==> config.mk <==
export PLATFORM = sky130hd
export DESIGN_NAME = h264_nal_parser
export DESIGN_NICKNAME = d
export VERILOG_FILES = /design/src/rtl/h264_nal_parser.sv
export SDC_FILE = /design/constraint.sdc
export NUM_CORES = 1
export LEC_CHECK = 0
export CAP_MARGIN = 20
export CORE_MARGIN = 8
export CORE_UTILIZATION = 64
export DETAILED_ROUTE_END_ITERATION = 6
export PLACE_DENSITY_LB_ADDON = 0.05
export SYNTH_ARGS = -nofsm -noshare
export SYNTH_HDL_FRONTEND = slang
export SYNTH_SLANG_ARGS = --single-unit
==> constraint.sdc <==
create_clock -name PIX_CLK -period 7.95 [get_ports PIX_CLK]
set_input_delay 1.1925 -clock PIX_CLK [delete_from_list [all_inputs] [get_ports PIX_CLK]]
set_output_delay 1.1925 -clock PIX_CLK [all_outputs]
set_load 0.01 [all_outputs]
==> src/rtl/h264_nal_parser.sv <==
// H.264 Annex-B NAL parser: 16-bit words enter an input FIFO, are unpacked
// into bytes, start codes and trailing zeros are removed, and NAL bytes leave
// through a valid/ready byte port with start/end flags.
// Optional feature macro: H264_NAL_EPB_STRIP_EN (drop emulation-prevention 0x03).
module h264_nal_parser #(
    parameter int g_FIFO_AW = 4,
    parameter int g_CNT_W   = 16
) (
    input  logic               PIX_CLK,
    input  logic               RESET_N,
    input  logic               DATA_VALID_I,
    input  logic [15:0]        DATA_I,
    input  logic               FLUSH_I,
    input  logic               BYTE_READY_I,
    output logic               BYTE_VALID_O,
    output logic [7:0]         BYTE_O,
    output logic               NAL_START_O,
    output logic               NAL_END_O,
    output logic [4:0]         NAL_TYPE_O,
    output logic [g_CNT_W-1:0] NAL_COUNT_O,
    output logic               OVERFLOW_O
);
    localparam int DEPTH = 2 ** g_FIFO_AW;
    localparam logic [g_FIFO_AW:0] PTR_ONE = 1;
    localparam logic [g_CNT_W-1:0] CNT_ONE = 1;

    typedef enum logic [1:0] {ST_HUNT, ST_HEADER, ST_PAYLOAD} state_t;

    // input FIFO: entry = {has_data, flush, data}
    logic [17:0]        mem [DEPTH];
    logic [g_FIFO_AW:0] wr_ptr_reg, rd_ptr_reg;
    logic               fifo_empty, fifo_full, fifo_wr, pop;

    // unpacker: current entry and which part of it is next
    logic [17:0] ent_reg;
    logic        ent_valid_reg;
    logic [1:0]  phase_reg;
    logic [7:0]  cur_byte;
    logic        cur_flush, last_step, ent_done;

    // detector / release / output path
    state_t      state_reg, state_next;
    logic [1:0]  zero_run_reg, zero_run_next;
    logic [1:0]  held_reg, held_next;
    logic        rel_reg, rel_next;
    logic        pend_valid_reg, pend_valid_next;
    logic [7:0]  pend_byte_reg, pend_byte_next;
    logic        last_valid_reg, last_valid_next;
    logic [7:0]  last_byte_reg, last_byte_next;
    logic        last_start_reg, last_start_next;
    logic        out_valid_reg, out_valid_next;
    logic [7:0]  out_byte_reg, out_byte_next;
    logic        out_start_reg, out_start_next;
    logic        out_end_reg, out_end_next;
    logic [4:0]  type_reg, type_next;
    logic [g_CNT_W-1:0] count_reg;
    logic        overflow_reg;
    logic        out_free, det_fire, rel_step;
    logic        do_push, push_start, do_term;
    logic [7:0]  push_byte;

    assign fifo_empty = (wr_ptr_reg == rd_ptr_reg);
    assign fifo_full  = (wr_ptr_reg[g_FIFO_AW] != rd_ptr_reg[g_FIFO_AW]) &&
                        (wr_ptr_reg[g_FIFO_AW-1:0] == rd_ptr_reg[g_FIFO_AW-1:0]);
    assign fifo_wr    = DATA_VALID_I || FLUSH_I;

    // the output register may take a new byte when empty or being accepted now
    assign out_free  = !out_valid_reg || BYTE_READY_I;
    assign det_fire  = ent_valid_reg && out_free && !rel_reg;
    assign rel_step  = out_free && rel_reg;

    assign cur_byte  = (phase_reg == 2'd0) ? ent_reg[15:8] : ent_reg[7:0];
    assign cur_flush = !ent_reg[17] || (phase_reg == 2'd2);
    assign last_step = cur_flush || ((phase_reg == 2'd1) && !ent_reg[16]);
    assign ent_done  = det_fire && last_step;
    assign pop       = !fifo_empty && (!ent_valid_reg || ent_done);

    // RAM write port and registered read into the unpacker entry
    always_ff @(posedge PIX_CLK) begin
        if (fifo_wr && !fifo_full)
            mem[wr_ptr_reg[g_FIFO_AW-1:0]] <= {DATA_VALID_I, FLUSH_I, DATA_I};
        if (pop)
            ent_reg <= mem[rd_ptr_reg[g_FIFO_AW-1:0]];
    end

    // FIFO pointers, overflow flag and unpacker sequencing
    always_ff @(posedge PIX_CLK) begin
        if (!RESET_N) begin
            wr_ptr_reg    <= '0;
            rd_ptr_reg    <= '0;
            overflow_reg  <= 1'b0;
            ent_valid_reg <= 1'b0;
            phase_reg     <= 2'd0;
        end else begin
            if (fifo_wr) begin
                if (fifo_full) overflow_reg <= 1'b1;
                else           wr_ptr_reg   <= wr_ptr_reg + PTR_ONE;
            end
            if (pop) begin
                rd_ptr_reg    <= rd_ptr_reg + PTR_ONE;
                ent_valid_reg <= 1'b1;
                phase_reg     <= 2'd0;
            end else if (ent_done) begin
                ent_valid_reg <= 1'b0;
            end else if (det_fire) begin
                phase_reg     <= phase_reg + 2'd1;
            end
        end
    end

    // state register of the start-code FSM
    always_ff @(posedge PIX_CLK) begin
        if (!RESET_N) state_reg <= ST_HUNT;
        else          state_reg <= state_next;
    end

    // next-state, zero tracking, held-zero release and output path
    always_comb begin
        state_next      = state_reg;
        zero_run_next   = zero_run_reg;
        held_next       = held_reg;
        rel_next        = rel_reg;
        pend_valid_next = pend_valid_reg;
        pend_byte_next  = pend_byte_reg;
        type_next       = type_reg;
        do_push         = 1'b0;
        push_byte       = 8'h00;
        push_start      = 1'b0;
        do_term         = 1'b0;
        if (rel_step) begin
            if (held_reg != 2'd0) begin
                do_push   = 1'b1;
                held_next = held_reg - 2'd1;
                if (held_reg == 2'd1 && !pend_valid_reg) rel_next = 1'b0;
            end else begin
                do_push         = pend_valid_reg;
                push_byte       = pend_byte_reg;
                pend_valid_next = 1'b0;
                rel_next        = 1'b0;
            end
        end else if (det_fire) begin
            if (cur_flush) begin
                do_term       = 1'b1;
                held_next     = 2'd0;
                zero_run_next = 2'd0;
                state_next    = ST_HUNT;
            end else if (cur_byte == 8'h01 && zero_run_reg >= 2'd2) begin
                do_term       = 1'b1;
                held_next     = 2'd0;
                zero_run_next = 2'd0;
                state_next    = ST_HEADER;
            end else begin
                if (cur_byte == 8'h00)
                    zero_run_next = (zero_run_reg == 2'd3) ? 2'd3 : zero_run_reg + 2'd1;
                else
                    zero_run_next = 2'd0;
                case (state_reg)
                    ST_HEADER: begin
                        do_push    = 1'b1;
                        push_byte  = cur_byte;
                        push_start = 1'b1;
                        type_next  = cur_byte[4:0];
                        state_next = ST_PAYLOAD;
                    end
                    ST_PAYLOAD: begin
`ifdef H264_NAL_EPB_STRIP_EN
                        if (cur_byte == 8'h03 && zero_run_reg == 2'd2) begin
                            zero_run_next = 2'd0;
                            rel_next      = (held_reg != 2'd0);
                        end else
`endif
                        if (cur_byte == 8'h00) begin
                            if (held_reg != 2'd3) held_next = held_reg + 2'd1;
                        end else if (held_reg == 2'd0) begin
                            do_push   = 1'b1;
                            push_byte = cur_byte;
                        end else begin
                            pend_valid_next = 1'b1;
                            pend_byte_next  = cur_byte;
                            rel_next        = 1'b1;
                        end
                    end
                    default: ;
                endcase
            end
        end

        out_valid_next  = out_valid_reg && !BYTE_READY_I;
        out_byte_next   = out_byte_reg;
        out_start_next  = out_start_reg;
        out_end_next    = out_end_reg;
        last_valid_next = last_valid_reg;
        last_byte_next  = last_byte_reg;
        last_start_next = last_start_reg;
        if (do_push) begin
            if (last_valid_reg) begin
                out_valid_next = 1'b1;
                out_byte_next  = last_byte_reg;
                out_start_next = last_start_reg;
                out_end_next   = 1'b0;
            end
            last_valid_next = 1'b1;
            last_byte_next  = push_byte;
            last_start_next = push_start;
        end else if (do_term && last_valid_reg) begin
            out_valid_next  = 1'b1;
            out_byte_next   = last_byte_reg;
            out_start_next  = last_start_reg;
            out_end_next    = 1'b1;
            last_valid_next = 1'b0;
        end
    end

    // datapath registers and completed-NAL counter
    always_ff @(posedge PIX_CLK) begin
        if (!RESET_N) begin
            zero_run_reg   <= 2'd0;
            held_reg       <= 2'd0;
            rel_reg        <= 1'b0;
            pend_valid_reg <= 1'b0;
            pend_byte_reg  <= 8'h00;
            last_valid_reg <= 1'b0;
            last_byte_reg  <= 8'h00;
            last_start_reg <= 1'b0;
            out_valid_reg  <= 1'b0;
            out_byte_reg   <= 8'h00;
            out_start_reg  <= 1'b0;
            out_end_reg    <= 1'b0;
            type_reg       <= 5'd0;
            count_reg      <= '0;
        end else begin
            zero_run_reg   <= zero_run_next;
            held_reg       <= held_next;
            rel_reg        <= rel_next;
            pend_valid_reg <= pend_valid_next;
            pend_byte_reg  <= pend_byte_next;
            last_valid_reg <= last_valid_next;
            last_byte_reg  <= last_byte_next;
            last_start_reg <= last_start_next;
            out_valid_reg  <= out_valid_next;
            out_byte_reg   <= out_byte_next;
            out_start_reg  <= out_start_next;
            out_end_reg    <= out_end_next;
            type_reg       <= type_next;
            if (out_valid_reg && BYTE_READY_I && out_end_reg)
                count_reg <= count_reg + CNT_ONE;
        end
    end

    assign BYTE_VALID_O = out_valid_reg;
    assign BYTE_O       = out_byte_reg;
    assign NAL_START_O  = out_start_reg;
    assign NAL_END_O    = out_end_reg;
    assign NAL_TYPE_O   = type_reg;
    assign NAL_COUNT_O  = count_reg;
    assign OVERFLOW_O   = overflow_reg;
endmodule

======== Word-level counts from Yosys, hierarchy flattened ========
Memories as Yosys holds them, arrays and structs flattened. A register that Yosys moved wholly into a read port is not among the register bits.
Index checks and enable logic that the tools add are counted.
cells by class
  add/subtract/negate cells ............... 7
  order comparisons ....................... 1
  eq/ne operators ......................... 19
  muxes and demuxes ....................... 70
  bitwise logic cells ..................... 8
  reduce and logical (&&, ||, !) cells .... 52
operator list
  operator               count
  $mux 8                 11
  $mux 1                 42
  $mux 2                 15
  $reduce_and 7->1       3
  $add 16x1->16 const B  1
  $pmux 8 s2             1
  $logic_and 1x1->1      14
  $ne 2x2->1 const B     6
  $reduce_bool 4->1      3
  $add 5x1->5 const B    2
  $reduce_and 2->1       5
  $reduce_and 5->1       2
  $reduce_bool 2->1      5
  $logic_not 1->1        9
  $eq 8x1->1 const B     1
  $logic_not 8->1        1
  $not 1->1              8
  $add 2x1->2 const B    3
  $eq 2x1->1 const B     3
  $eq 2x2->1 const B     3
  $eq 5x5->1             1
  $logic_or 1x1->1       5
  $eq 4x4->1             1
  $logic_not 2->1        2
  other kinds (9)        10
storage, ports and cells
  bits in registers ....................... 72
  bits in writable memories ............... 288
  input port bits ......................... 21
  output and inout port bits .............. 33
  logic and storage cells ................. 178
  memories kept ........................... 1
memory list
  name  words  width  read ports  clocked after memory_dff  wr ports  line  source
  mem   16     18     1           1                         1         30    logic [17:0] mem [DEPTH];

======== Longest topological paths before layout ========
Gate-level depths: netlist of the first run.
  depth in word-level cells ............... 11
  depth in mapped cells ................... 11
  gate-level depth less buffers ........... 8

======== Worst setup path after synthesis of the first run ========
Ideal clock, no wire load.
  path kind ............................... in2reg
  start ................................... input FLUSH_I
  end ..................................... memory mem[3][0] (enable)
  library setup time ...................... 0.416 ns
  data arrival time ....................... 3.121 ns
  required time ........................... 7.534 ns
  path slack .............................. 4.413 ns
  stages .................................. 4
  path buffers ............................ 0
  cells stage by stage .................... nor2_1 a21oi_1 nand2_1 nor3_1
between the ends
  longest elaborated chain between the ends .. 4
ends and longest elaborated chain
  item                          line  source
  start: declaration            13    input logic FLUSH_I,
  $logic_or 1x1->1              65    assign fifo_wr = DATA_VALID_I || FLUSH_I;
  $logic_and 1x1->1             80    if (fifo_wr && !fifo_full)
  $mux 1                        80
  $mux 1 (not written as such)  81    mem[wr_ptr_reg[g_FIFO_AW-1:0]] <= {DATA_VALID_I, FLUSH_I, DATA_I};
  end: declaration              30
Every way passes these cells.

======== Worst setup path after layout of the first run ========
  start ................................... input FLUSH_I
  end ..................................... memory mem[3][1] (enable)
Same word-level chain as after synthesis.

==> results of run 1 <==
==> layout by cell type (no fill, tap or decap), types with 8 or more instances in the layout <==
cell / synthesis / routed
a21oi_1: 12 / 12
buf_4: 3 / 13
ha_1: 14 / 14
mux4_2: 90 / 90
a211oi_1: 11 / 11
clkbuf_16: 0 / 39
mux2i_1: 22 / 22
nand2b_1: 8 / 8
dfxtp_1: 72 / 70
edfxtp_1: 306 / 306
and3_1: 8 / 8
inv_1: 16 / 16
nor2_1: 68 / 57
nand3_1: 13 / 13
nand2_1: 42 / 42
xnor2_1: 9 / 9
xor2_1: 19 / 19
clkdlybuf4s50_1: 0 / 53
nor2_2: 0 / 11
==> metal layers <==
layer	global-route usage	part of all wire	up-vias
li1	-	-	3343
met1	0.2892	0.41	3920
met2	0.3585	0.50	279
met3	0.03859	0.065	43
met4	0.06211	0.020	0
met5	0	0	-
==> cell families (layout without fill, tap and decap cells) <==
| group | after synthesis | count (layout) | synth area share |
|---|---|---|---|
| flip-flops | 378 | 378 | 0.7198 |
| AND/OR/NAND/NOR | 169 | 169 | 0.05320 |
| multiplexers | 113 | 113 | 0.1529 |
| AO/OA/AOI/OAI | 54 | 54 | 0.02957 |
| buffers and inverters | 54 | 150 | 0.01610 |
| XOR/XNOR | 28 | 28 | 0.01660 |
| adder cells (fa/ha/maj) | 14 | 14 | 0.01186 |
==> power groups by stage <==
stage                     Clock [mW]  Sequential (mW)  Combinational, mW
after CTS                       1.80             2.34              0.860
after global routing            1.89             2.34              0.912
after detailed placement           0             2.38              0.848
after global placement             0             2.37              0.836
after floorplan                    0             2.34              0.616
final                           1.78             2.34              0.851
==> metrics by stage <==
stage	utilization	worst slack [ps]
final	0.7460	4063
after global routing	0.7460	3871
after CTS	0.7455	4071
after global placement	0.6905	3731
after detailed placement	0.6905	3542
after floorplan	-	4413
==> path summary, 6_finish.rpt <==
| check | startpoint | endpoint | slack, ps | cells past startpoint |
|---|---|---|---|---|
| hold / removal | BYTE_O[0] | BYTE_O[0] | 460 | 2 |
| setup / recovery | FLUSH_I | mem[3][1] | 4060 | 6 |
| setup reg to reg | rd_ptr_reg[2] | mem[3][1] | 4620 | 8 |
| hold reg to reg | BYTE_O[0] | BYTE_O[0] | 460 | 2 |
==> critical path, cell delays in order <==
cell	delay [ps]
clkdlybuf4s50_1	860
nor2_1	150
a21oi_1	530
nand2_1	310
nor3_2	690
buf_4	350
==> area by class of cell <==
cell class	instances	area, um^2
clock buffer	46	1012
clock inverter	21	231.5
fill	1291	5752
inverter	16	60.06
multi-input combinational	378	3954
sequential	378	10640
tap	285	356.6
timing repair buffer	67	639.4
==> impl_metrics.tcl, run 1 <==
set metrics [dict create \
    wl_per_cell_um 25.02 \
    core_um2 22640 \
    start_util 0.6523 \
    cts_buffer_depth 3 \
    p_leak_nw 5.465 \
    drive_above_1_share 0.2075 \
    cts-hold-fix-buffers 0 \
    grt_pass1_vias 7809 \
    power_frac_comb 0.172 \
    first_pass_iters 5 \
    p_int_mw 3.712 \
    htreeDepth 2 \
    synth_fp_nets 845 \
    grt_pass1_wl_um 46100 \
    die_w_um 167.9 \
    post_cts_buffers 0 \
    grt-ovfl-total 0 \
    drt_iter0_drc 854 \
    yosys_warnings 0 \
    syn_inst 810 \
    ys_top_cells_by_count "edfxtp_1, mux4_2, dfxtp_1, nor2_1, nand2_1" \
    setup_tns_ps 0 \
    finalPower_mw 4.964 \
    end_kind "flip-flop" \
    grt_max_degree 61 \
    dp_hpwl_um 18700 \
    drc 0 \
    synth_flop_cell "edfxtp_1" \
    hp-class "reg2reg" \
    maxSlewViolCount 0 \
    synth-edff-count 306 \
    fmax_mhz 257.3 \
    cts.sinks 378 \
    p_per_area_nw_per_um2 293.9 \
    fin_crit_sh 0.4889 \
    clockPowerShare 0.358 \
    num_io_pins 54 \
    status "complete, no violations" \
    nets 913 \
    async_flop_share 0 \
    antenna_found_initial 0 \
    synth_area_um2 14770 \
    ys_ff_latch 378 \
    routabilityCongestion 0.8439 \
    drt-total-wl_um 29800 \
    final_cells 1191 \
    worst_pin_slew_ps 1103 \
    place_area_um2 15630 \
    antenna_cells 0 \
    fp-row-count 55 \
    drt-vias-per-instance 6.369 \
    hold_ws_ps 457.8 \
    vias 7585 \
    die_y_um 167.9 \
    fin_area_um2 16890 \
    setup-violations-final 0 \
    rsz0062_at_grt "no" \
    synth_top_area_share 0.6222 \
    slew_headroom 0.2641 \
    largest_reg_flops 288 \
    die_area_um2 28190 \
    syn_to_final_growth_pct 14.35 \
    synth_area_leader_cell "edfxtp_1" \
    cts_tree "built" \
    clock_skew_ps 18.82 \
    portBuffers 53 \
    postSynthAreaPerCell_um2 18.23 \
    seqPwrFrac 0.471 \
    min_period_ps 3887 \
    clockRootBuffer "clkbuf_16" \
    clkTransAtPathRegs_ps 60 \
    dpl.cell_count 1123 \
    p_switching_mw 1.251 \
    numCtsBuffers 37 \
    hold_violations 0 \
    synth_area_leaders "edfxtp_1, mux4_2, dfxtp_1, nor2_1, mux2i_1" \
    cp_max_fo 17 \
    cp.required_ps 8160 \
    synth_most_common_cell "edfxtp_1" \
    cts_resized 0 \
    arrival_ps 4090 \
    path_class "in2reg" \
    ir_drop_uv 217.0 \
    worstSkewPairLatency_ps 520 \
    drv_cap 0 \
    switching_share 0.2521 \
    ys_seq_area_frac 0.7198 \
    worstSetupStartpointType "input pin" \
    synth_cell_types 48 \
    antenna_left 0 \
    grtUsageTotal 0.2152 \
]
No activity file was read; power rests on OpenSTA's default activity.
==> run 2: changes to the inputs <==
--- a/config.mk
+++ b/config.mk
@@ -7,7 +7,7 @@
 export LEC_CHECK = 0
 export CAP_MARGIN = 20
 export CORE_MARGIN = 8
-export CORE_UTILIZATION = 64
+export CORE_UTILIZATION = 55
 export DETAILED_ROUTE_END_ITERATION = 6
 export PLACE_DENSITY_LB_ADDON = 0.05
 export SYNTH_ARGS = -nofsm -noshare
==> constraint.sdc (replaced) <==
create_clock -name PIX_CLK -period 3.2 [get_ports PIX_CLK]
set_input_delay 0.48 -clock PIX_CLK [delete_from_list [all_inputs] [get_ports PIX_CLK]]
set_output_delay 0.48 -clock PIX_CLK [all_outputs]
set_load 0.01 [all_outputs]
==> run 2 against run 1 <==
  * Critical path depth is 3 higher
  * Clock skew is 3.5 ps lower
  * Die area is 15% higher
  * Power is 150% higher
  * Clock-buffer cell count is 2 lower
  * Sequential power is 150% higher
  * Critical endpoint is now last_byte_reg[0]
  * Setup slack worse by 3700 ps
  * The flow now finishes with violations (design-rule violations)
  * Global-route usage is 2.3 points lower
==> impl_metrics.tcl, run 2 (same netlist as run 1, synthesis figures left out) <==
set metrics [dict create \
    cts.sinks 378 \
    antenna_cells 0 \
    drv_cap 0 \
    grt_pass1_wl_um 47720 \
    clockRootBuffer "clkbuf_16" \
    antenna_left 0 \
    cp_max_fo 19 \
    drt_iter0_drc 517 \
    drt-total-wl_um 30680 \
    wl_per_cell_um 23.88 \
    worst_pin_slew_ps 745.0 \
    cp.required_ps 3600 \
    grtUsageMet3 0.03569 \
    cts_resized 0 \
    use_met2 0.3315 \
    status "finished, violations left" \
    post_cts_buffers 0 \
    fin_crit_sh 0.8756 \
    slew_headroom 0.5033 \
    p_per_area_nw_per_um2 712.2 \
    worstPathCellList "inv_1 > ha_1 > buf_4 > nor4b_1 > o211ai_1 > o21bai_2 > o31ai_4 > nor2_1 > a311o_1" \
    htreeDepth 2 \
    final_common_cell "edfxtp_1" \
    start_util 0.5542 \
    max_stage_delay_ps 690 \
    clkTransAtPathRegs_ps 60 \
    path_class "reg2reg" \
    worstSkewPairLatency_ps 520 \
    maxSlewViolCount 0 \
    portBuffers 53 \
    num_io_pins 54 \
    worstSetupStartpointType "flip-flop" \
    grt_max_degree 58 \
    crit_start "phase_reg[0]" \
    first_pass_iters 7 \
    end_kind "flip-flop" \
    slowest_stage "o31ai_4" \
    min_period_ps 2802 \
    rsz0062_at_grt "no" \
    core_um2 26650 \
    syn_to_final_growth_pct 16.83 \
    min-delay-start "BYTE_O[5]" \
    fp-row-count 60 \
    cts_tree "built" \
    hold_ws_ps 454.9 \
    mostFrequentLayoutCells "edfxtp_1, mux4_2, dfxtp_1" \
    clock_skew_ps 15.29 \
    fmax_mhz 356.9 \
    arrival_ps 3200 \
    setup-violations-final 0 \
    die_area_um2 32350 \
    largest_reg_flops 288 \
    die_y_um 179.9 \
    cts_buffer_depth 3 \
    hp-class "reg2reg" \
    final_util 0.6475 \
    grtUsageTotal 0.1925 \
    cts-hold-fix-buffers 0 \
    setup_tns_ps 0 \
    grt-ovfl-total 0 \
    drc 2 \
    grt_pass1_vias 8112 \
    routabilityCongestion 0.8136 \
    use_met1 0.2441 \
    ir_drop_uv 534.1 \
    nets 949 \
    p_leak_nw 5.659 \
    dp_hpwl_um 19640 \
    violations "design-rule violations" \
    vias 7633 \
    antenna_found_initial 1 \
    die_w_um 179.9 \
    busiest_layer "met2" \
    drive_above_1_share 0.2405 \
    drt-vias-per-instance 5.940 \
    hold_violations 0 \
    numCtsBuffers 39 \
    r2r_start "phase_reg[0]" \
]
## run 2: layer usage
metal / share of wire / vias up
li1: - / 3419
met5: 0.00042 / -
met1: 0.41 / 3961
met4: 0.026 / 2
met3: 0.050 / 56
met2: 0.51 / 195
## run 2: final timing paths
| path | endpoint | slack, ps | cells past startpoint |
|---|---|---|---|
| max | last_byte_reg[0] | 400 | 9 |
| min | BYTE_O[5] | 450 | 2 |
| max reg2reg | last_byte_reg[0] | 400 | 9 |
| min reg2reg | BYTE_O[5] | 450 | 2 |
## run 2: power breakdown
| part | switching [mW] | internal, mW | total, mW |
|---|---|---|---|
| clock | 1.83 | 2.57 | 4.40 |
| combinational | 1.10 | 0.985 | 2.09 |
| sequential | 0.172 | 5.63 | 5.80 |
## run 2: per-stage QoR
step	instance area [um^2]	power [mW]	instances	worst slack [ps]
final	17260	12.29	1285	398.1
after global routing	17260	12.73	1285	132.2
after CTS	17260	12.41	1285	391.7
after detailed placement	15990	8.025	1214	423.5
after global placement	15990	7.974	1214	489.6
after floorplan	14770	7.343	810	178.7
## run 2: cell type report
class,instances,area [um^2]
Sequential cell,378,10640
Fill cell,1833,9395
Multi-Input combinational cell,378,3954
Clock buffer,44,1028
Timing Repair Buffer,101,915.9
Tap cell,341,426.7
Clock inverter,27,232.7
Inverter,16,60.06
## run 2: worst max-delay path: cells and delay by family, from the launching register on
kind                     cells  cell delay (ps)
AO/OA/AOI/OAI                4             1460
flip-flops                   1              360
buffers and inverters        2              290
adder cells (fa/ha/maj)      1              280
AND/OR/NAND/NOR              2              280
==> run 3: changes to the inputs <==
--- a/config.mk
+++ b/config.mk
@@ -10,6 +10,7 @@
 export CORE_UTILIZATION = 55
 export DETAILED_ROUTE_END_ITERATION = 6
 export PLACE_DENSITY_LB_ADDON = 0.05
+export REMOVE_ABC_BUFFERS = 1
 export SYNTH_ARGS = -nofsm -noshare
 export SYNTH_HDL_FRONTEND = slang
 export SYNTH_SLANG_ARGS = --single-unit
==> run 3 against run 2 <==
  * The flow now finishes without violations
  * Maximum frequency increased by 7.6%
  * Setup slack gained 200 ps
  * Via count hardly changed
  * Register-to-register slack gained 200 ps
  * Flip-flop and latch count is the same
==> impl_metrics.tcl, run 3 (same netlist as run 1, synthesis figures left out) <==
set metrics [dict create \
    clockPowerShare 0.349 \
    clockRootBuffer "clkbuf_16" \
    multi_input_area_um2 3954 \
    p_switching_mw 3.095 \
    slew_headroom 0.5394 \
    dpl.cell_count 1206 \
    fmax_mhz 384.0 \
    die_w_um 179.9 \
    fin_crit_sh 0.8138 \
    worst_pin_slew_ps 687.1 \
    hp-class "reg2reg" \
    end_kind "flip-flop" \
    rsz0062_at_grt "no" \
    cp.required_ps 3580 \
    slowest_stage "nor3_2" \
    cts_tree "built" \
    cts.sinks 378 \
    grt_pass1_vias 7867 \
    path_class "reg2reg" \
    drt_iter0_drc 658 \
    setup-violations-final 0 \
    min_to "NAL_START_O" \
    clkTransAtPathRegs_ps 60 \
    status "complete, no violations" \
    cp_max_fo 11 \
    min-delay-start "NAL_START_O" \
    drive_above_1_share 0.2233 \
    grtUsageTotal 0.1880 \
    antenna_left 0 \
    seqPwrFrac 0.472 \
    post_cts_buffers 0 \
    maxSlewViolCount 0 \
    antenna_found_initial 0 \
    start_util 0.5542 \
    cts_buffer_depth 3 \
    switching_share 0.2533 \
    vias 7635 \
    min_period_ps 2604 \
    mostFrequentLayoutCells "edfxtp_1, mux4_2, dfxtp_1" \
    largest_reg_flops 288 \
    dp_hpwl_um 19720 \
    syn_to_final_growth_pct 16.05 \
    grt_pass1_wl_um 47220 \
    core_um2 26650 \
    grt-ovfl-total 0 \
    p_per_area_nw_per_um2 713.0 \
    grt_max_degree 49 \
    htreeDepth 2 \
    path_common_cell "buf_4" \
    portBuffers 53 \
    wl_per_cell_um 23.60 \
    worstSetupStartpointType "flip-flop" \
    final_cells 1277 \
    worstRegToRegCells 10 \
    fp-row-count 60 \
    worstSkewPairLatency_ps 530 \
    arrival_ps 2990 \
    place_area_um2 15930 \
    clock_skew_ps 23.16 \
    final_common_cell "edfxtp_1" \
    critPathTopFamily "simple AND/OR/NAND/NOR gates" \
    reg2reg_slack_ps 600 \
    drv_cap 0 \
    die_area_um2 32350 \
    first_pass_iters 5 \
    hold_violations 0 \
    drt-total-wl_um 30130 \
    fin_area_um2 17140 \
    antenna_cells 0 \
    max_stage_delay_ps 530 \
    fillers 1808 \
    cp_num_cells 10 \
    p_leak_nw 5.592 \
    hold_depth 2 \
    die_y_um 179.9 \
    regArea_um2 10640 \
    numCtsBuffers 39 \
    p_int_mw 9.125 \
    drt-vias-per-instance 5.979 \
    drc 0 \
    power_frac_comb 0.179 \
    cp_num_buf_inv 3 \
    r2r_start "phase_reg[0]" \
    ir_drop_uv 507.8 \
    nets 941 \
    routabilityCongestion 0.8214 \
    worstPathCellList "inv_1 > ha_1 > buf_4 > nor4b_1 > o211ai_1 > o21bai_2 > buf_4 > nor3_2 > mux2i_1 > nor2_1" \
    r2r-end "NAL_TYPE_O[0]" \
    cts-hold-fix-buffers 0 \
    cts_resized 0 \
    num_io_pins 54 \
]
==> run 3: metal layers <==
layer | share of wire | vias to the layer above | GRT usage
li1 | - | 3402 | -
met1 | 0.45 | 3973 | 0.2661
met2 | 0.49 | 224 | 0.3046
met3 | 0.051 | 36 | 0.02883
met4 | 0.016 | 0 | 0.04535
met5 | 0 | - | 0
==> run 3: metrics by stage <==
step	hold slack, ps	setup slack, ps	total power [mW]	util	setup TNS [ps]
finish	457.9	595.9	12.22	0.6431	0
global route	486.1	362.2	12.67	0.6431	0
CTS	462.2	592.7	12.35	0.6431	0
detailed placement	446.0	603.7	8.077	0.5978	0
global placement	447.0	646.9	8.030	0.5978	0
floorplan	437.4	-2525	7.380	-	-684810
==> run 3: cell type report <==
type                            count  share of cell area
Sequential cell                   378              0.6205
Multi-Input combinational cell    378              0.2307
Clock buffer                       47             0.05928
Clock inverter                     24             0.01117
Timing Repair Buffer               93             0.04993
Tap cell                          341             0.02489
Inverter                           16            0.003504
==> run 3: worst register-to-register path: cells and delay by family (launching register included) <==
family,cells,cell delay [ps]
simple gates,3,750
mux,1,270
compound gates,2,370
flops,1,370
fa+ha+maj,1,230
buf+inv,3,480
==> run 3: how the worst max path moves through the flow <==
stage	start	to	slack [ps]
5_1_grt	phase_reg[0]	pend_byte_reg[5]	360
3_5_place_dp	BYTE_READY_I	ent_reg[14]	600
2_1_floorplan	rd_ptr_reg[0]	mem[3][0]	-2520
3_3_place_gp	BYTE_READY_I	ent_reg[12]	650
4_1_cts	phase_reg[0]	NAL_TYPE_O[0]	590
6_report	phase_reg[0]	NAL_TYPE_O[0]	600
==> run 3: power by group through the flow <==
| stage | clock network, mW | registers, mW | logic, mW |
|---|---|---|---|
| 5_1_grt | 4.55 | 5.78 | 2.35 |
| 2_1_floorplan | 0 | 6.04 | 1.34 |
| 3_5_place_dp | 0 | 5.86 | 2.21 |
| 3_3_place_gp | 0 | 5.85 | 2.18 |
| 4_1_cts | 4.37 | 5.76 | 2.22 |
| 6_report | 4.27 | 5.76 | 2.19 |
